`src/rtl/hazard_ctrl.sv`:
```
// Hazard and stall controller for the 5-stage pipeline.
// Load-use bubbles, taken-branch flushes, memory-wait freeze, counters, watchdog.
module hazard_ctrl #(
    parameter int CNT_W   = 16,
    parameter int TIMEOUT = 64,
    parameter int WAIT_W  = 8
) (
    input  logic             clk,
    input  logic             rst,
    input  logic [4:0]       id_rs1,
    input  logic [4:0]       id_rs2,
    input  logic             id_use_rs1,
    input  logic             id_use_rs2,
    input  logic [4:0]       ex_rd,
    input  logic             ex_load,
    input  logic             br_taken,
    input  logic             mem_req,
    input  logic             mem_ready,
    output logic             pc_write,
    output logic             ifid_write,
    output logic             ifid_flush,
    output logic             hazard_detection,
    output logic             idex_hold,
    output logic             exmem_hold,
    output logic             memwb_hold,
    output logic [CNT_W-1:0] stall_cnt,
    output logic [CNT_W-1:0] flush_cnt,
    output logic             mem_timeout,
    output logic             waiting
);

    typedef enum logic {
        S_RUN  = 1'b0,
        S_WAIT = 1'b1
    } state_t;

    localparam logic [WAIT_W-1:0] WAIT_LAST = WAIT_W'(TIMEOUT - 1);

    state_t            state;
    state_t            state_nx;
    logic [WAIT_W-1:0] wait_cnt;
    logic              rs1_hit;
    logic              rs2_hit;
    logic              lu;
    logic              frz;

    assign rs1_hit = id_use_rs1 && (id_rs1 == ex_rd);
    assign rs2_hit = id_use_rs2 && (id_rs2 == ex_rd);
    assign lu      = ex_load && (ex_rd != 5'd0) && (rs1_hit || rs2_hit);
    assign frz     = mem_req && !mem_ready;

    // State register: reset aborts any pending wait.
    always_ff @(posedge clk) begin
        if (rst) begin
            state <= S_RUN;
        end else begin
            state <= state_nx;
        end
    end

    // Next state and pipeline controls; freeze beats branch beats load-use.
    always_comb begin
        state_nx         = frz ? S_WAIT : S_RUN;
        pc_write         = 1'b1;
        ifid_write       = 1'b1;
        ifid_flush       = 1'b0;
        hazard_detection = 1'b0;
        idex_hold        = 1'b0;
        exmem_hold       = 1'b0;
        memwb_hold       = 1'b0;
        waiting          = (state == S_WAIT) && !rst;
        if (rst) begin
            state_nx = S_RUN;
        end else if (frz) begin
            pc_write   = 1'b0;
            ifid_write = 1'b0;
            idex_hold  = 1'b1;
            exmem_hold = 1'b1;
            memwb_hold = 1'b1;
        end else if (br_taken) begin
            ifid_flush       = 1'b1;
            hazard_detection = 1'b1;
        end else if (lu) begin
            pc_write         = 1'b0;
            ifid_write       = 1'b0;
            hazard_detection = 1'b1;
        end
    end

    // Consecutive freeze counter and sticky watchdog flag.
    always_ff @(posedge clk) begin
        if (rst) begin
            wait_cnt    <= '0;
            mem_timeout <= 1'b0;
        end else if (frz) begin
            if (wait_cnt != '1) begin
                wait_cnt <= wait_cnt + WAIT_W'(1);
            end
            if (wait_cnt >= WAIT_LAST) begin
                mem_timeout <= 1'b1;
            end
        end else begin
            wait_cnt <= '0;
        end
    end

    // Saturating stall and flush performance counters.
    always_ff @(posedge clk) begin
        if (rst) begin
            stall_cnt <= '0;
            flush_cnt <= '0;
        end else begin
            if ((frz || (lu && !br_taken)) && (stall_cnt != '1)) begin
                stall_cnt <= stall_cnt + CNT_W'(1);
            end
            if (br_taken && !frz && (flush_cnt != '1)) begin
                flush_cnt <= flush_cnt + CNT_W'(1);
            end
        end
    end

endmodule

```
`config.mk`:
```
export PLATFORM = sky130hd
export DESIGN_NAME = hazard_ctrl
export DESIGN_NICKNAME = d
export VERILOG_FILES = /design/src/rtl/hazard_ctrl.sv
export SDC_FILE = /design/constraint.sdc
export NUM_CORES = 1
export LEC_CHECK = 0
export CAP_MARGIN = 10
export CORE_MARGIN = 3
export CORE_UTILIZATION = 42
export CTS_CLUSTER_DIAMETER = 150
export DETAILED_ROUTE_END_ITERATION = 10
export PLACE_DENSITY = 0.7
export REMOVE_ABC_BUFFERS = 1
export SLEW_MARGIN = 0
export SYNTH_ARGS = -nofsm -noshare
export SYNTH_HDL_FRONTEND = slang
export SYNTH_SLANG_ARGS = --single-unit
```
`constraint.sdc`:
```
create_clock -name clk -period 5.2 [get_ports clk]
set_clock_uncertainty 0.05 [all_clocks]
set_input_delay 1.04 -clock clk [delete_from_list [all_inputs] [get_ports clk]]
set_output_delay 1.04 -clock clk [all_outputs]
set_load 0.03 [all_outputs]
```
==> results.py <==
metrics = {
    "power": {
        "internal-power_uw": 451.4,
        "powerDensity_mw_per_mm2": 208.3,
        "power.total_uw": 598.0,
        "comb_power_share_pct": 12.4,
        "p_seq_share_pct": 55.0,
        "leakage_nw": 1.016,
        "p_switching_uw": 146.5,
        "switching_share_pct": 24.50,
        "clockPowerShare_pct": 32.6,
        "ir_drop_v": 0.0001786,
    },
    "clock_tree": {
        "cts_tree": "built",
        "cts-root-buf": "clkbuf_8",
        "clk_pin_slew_ns": 0.08,
        "numCtsBuffers": 5,
        "clockBufferDepth": 2,
        "clk_latency_ns": 0.29,
        "cts.sinks": 42,
        "hold_buffers": 0,
        "cts_setup_buffers": 0,
        "cts_max_level": 2,
        "cts_resized": 0,
    },
    "worst_setup_path": {
        "startpoint": "ex_rd[0]",
        "crit_arrival_ns": 3.48,
        "rr_startpoint": "stall_cnt[0]",
        "cp-end-kind": "output port",
        "path_max_fanout": 5,
        "reg2reg_slack_ns": 2.93,
        "reg2reg_depth": 6,
        "crit_path_start_kind": "input port",
        "r2r-end": "stall_cnt[3]",
        "critPathKind": "input port to output port",
        "crit_required_ns": 4.11,
    },
    "drt": {
        "wl_met1_mm": 2.370,
        "vias": 1935,
        "via_per_inst": 5.119,
        "wl_met3_um": 182,
        "routed.top_layer": "met4",
        "drtPass1Iterations": 4,
        "route.met2.wl_mm": 2.353,
        "drt-total-wl_mm": 4.926,
        "ant_nets": 0,
        "drt_iter0_markers": 98,
        "wl_per_cell_um": 13.03,
        "drc_errors": 0,
    },
    "cells_and_area": {
        "n_antenna_cell": 0,
        "final_cell_mix": "clkdlybuf4s50_1, dfxtp_1, nor2_1",
        "final_common_cell": "clkdlybuf4s50_1",
        "seqCellArea_sq_um": 840.8,
        "multi_input_area_sq_mm": 0.001210,
        "postLayoutCoreUtil_pct": 59.20,
        "fill_cells": 433,
        "instances_no_fill": 378,
        "drive_above_1_share_pct": 8.039,
        "area_delta_synth_final_pct": 32.37,
        "nets": 337,
    },
    "grt": {
        "grt_pass1_vias": 1864,
        "grt-ovfl-total": 0,
        "track_usage_pct": 17.20,
        "antenna_found_initial": 0,
        "grt_pass1_wl_mm": 8.418,
        "grt_max_degree": 35,
    },
    "run_status": {
        "status": "finished clean",
    },
    "floorplanning": {
        "coreArea_sq_mm": 0.004848,
        "pin_count": 64,
        "die_y_um": 77.85,
        "die_w_um": 77.85,
        "dieArea_sq_mm": 0.006061,
        "initial_core_util_pct": 44.72,
        "num_rows": 25,
    },
    "logic_synthesis": {
        "ys.flop_type": "dfxtp_1",
        "syn_area_sq_mm": 0.002168,
        "netlist.area_leader.share_pct": 38.78,
        "yosysTopAreaCell": "dfxtp_1",
        "yosys_warnings": 0,
        "yosysUniqueCellTypes": 46,
        "async_flop_share_pct": 0,
        "synth_seq_area_share_pct": 38.78,
        "synth_area_per_cell_sq_um": 8.604,
        "synth-edff-count": 0,
        "ys_ff_latch": 42,
        "synth_area_leaders": "dfxtp_1, xnor2_1, xor2_1",
        "syn_inst": 252,
    },
    "run": {
        "drv_cap": 0,
    },
    "sta": {
        "tns_ns": 0,
        "final.period_utilization_pct": 87.84,
        "tightest_slew_ns": 0.9665,
        "period_needed_ns": 4.568,
        "finalHoldViolCount": 0,
        "relSlewSlack_pct": 35.56,
        "fin_hold_ws_ns": 0.4341,
        "drv_slew": 0,
        "setup_viol": 0,
        "rsz0062_at_grt": "false",
        "clock.fmax_mhz": 218.9,
    },
    "hold_path": {
        "holdCritPathClass": "flop to flop",
        "holdPathStages": 2,
        "hold_path_end": "mem_timeout",
        "hp-start": "mem_timeout",
    },
    "placed_design": {
        "place_congestion": 0.7737,
        "dp.cells": 371,
        "port_buffers": 63,
        "dp_hpwl_mm": 3.701,
    },
}
-- worst max-delay path by stage --
stage	endpoint	slack (ns)	cells after the start
finish	pc_write	0.63	7
global route	ifid_write	0.47	7
CTS	ifid_write	0.63	7
detailed placement	ifid_write	0.63	7
global placement	pc_write	0.67	7
floorplan	ifid_write	1.74	5
-- sequential cells by signal, indices dropped and copies added (netlist names) --
register     count
flush_cnt       16
stall_cnt       16
wait_cnt         8
mem_timeout      1
state            1
-- logic make-up (layout without fill, tap and decap cells) --
family | after synthesis | count (layout) | share of synthesized area [%]
buffers and inverters | 17 | 76 | 5.424
xor gates and xnor gates | 30 | 30 | 12.12
DFF | 42 | 42 | 38.78
and+or+nand+nor | 115 | 115 | 28.68
muxes | 3 | 3 | 1.385
AOI/OAI and AO/OA | 42 | 42 | 11.89
adders and majority gates | 3 | 3 | 1.731
-- layer usage --
| metal | vias to the layer above | track usage, % |
|---|---|---|
| met5 | - | 0 |
| met4 | 0 | 3.203 |
| met3 | 2 | 5.684 |
| met2 | 35 | 28.60 |
| met1 | 887 | 21.75 |
| li1 | 1011 | - |
-- critical path: stages --
cell	delay, ns
clkdlybuf4s50_1	0.47
or4_1	0.57
o21ai_2	0.19
nor2_1	0.06
a21oi_1	0.29
or2_2	0.19
clkdlybuf4s50_1	0.68
-- power groups by stage --
stage                     Clock (mW)  Sequential [mW]  Combinational (mW)
final                          0.195            0.329              0.0740
after global placement             0            0.336              0.0736
after CTS                      0.203            0.329              0.0747
after floorplan                    0            0.341              0.0298
after detailed placement           0            0.336              0.0744
after global routing           0.217            0.330              0.0798
-- layout make-up --
type,instances,area share [%]
clock buffers,5,2.398
clock inverters,2,0.3487
inverters,5,0.6539
multi-input cells,193,42.15
flip-flops and latches,42,29.29
well taps,67,2.921
repair buffers,64,22.23
-- metrics by stage --
stage,cell area (sq um),setup slack (ns)
after floorplan,2069,1.742
after global placement,2791,0.6722
after detailed placement,2791,0.6302
after CTS,2870,0.6292
after global routing,2870,0.4723
final,2870,0.6322
-- Yosys cell counts (all sizes together) (2+ instances only) --
master,number
dfxtp,42
inv,5
mux2i,3
xor2,14
nor2,30
buf,6
nand2,13
a21oi,19
a311oi,2
xnor2,16
or4,2
and4,4
nor3,2
and3,15
and2,3
o21ai,13
nor2b,2
clkbuf,6
or3,12
nand3,18
ha,3
nand4,10
Power figures use the tool's default switching activity.
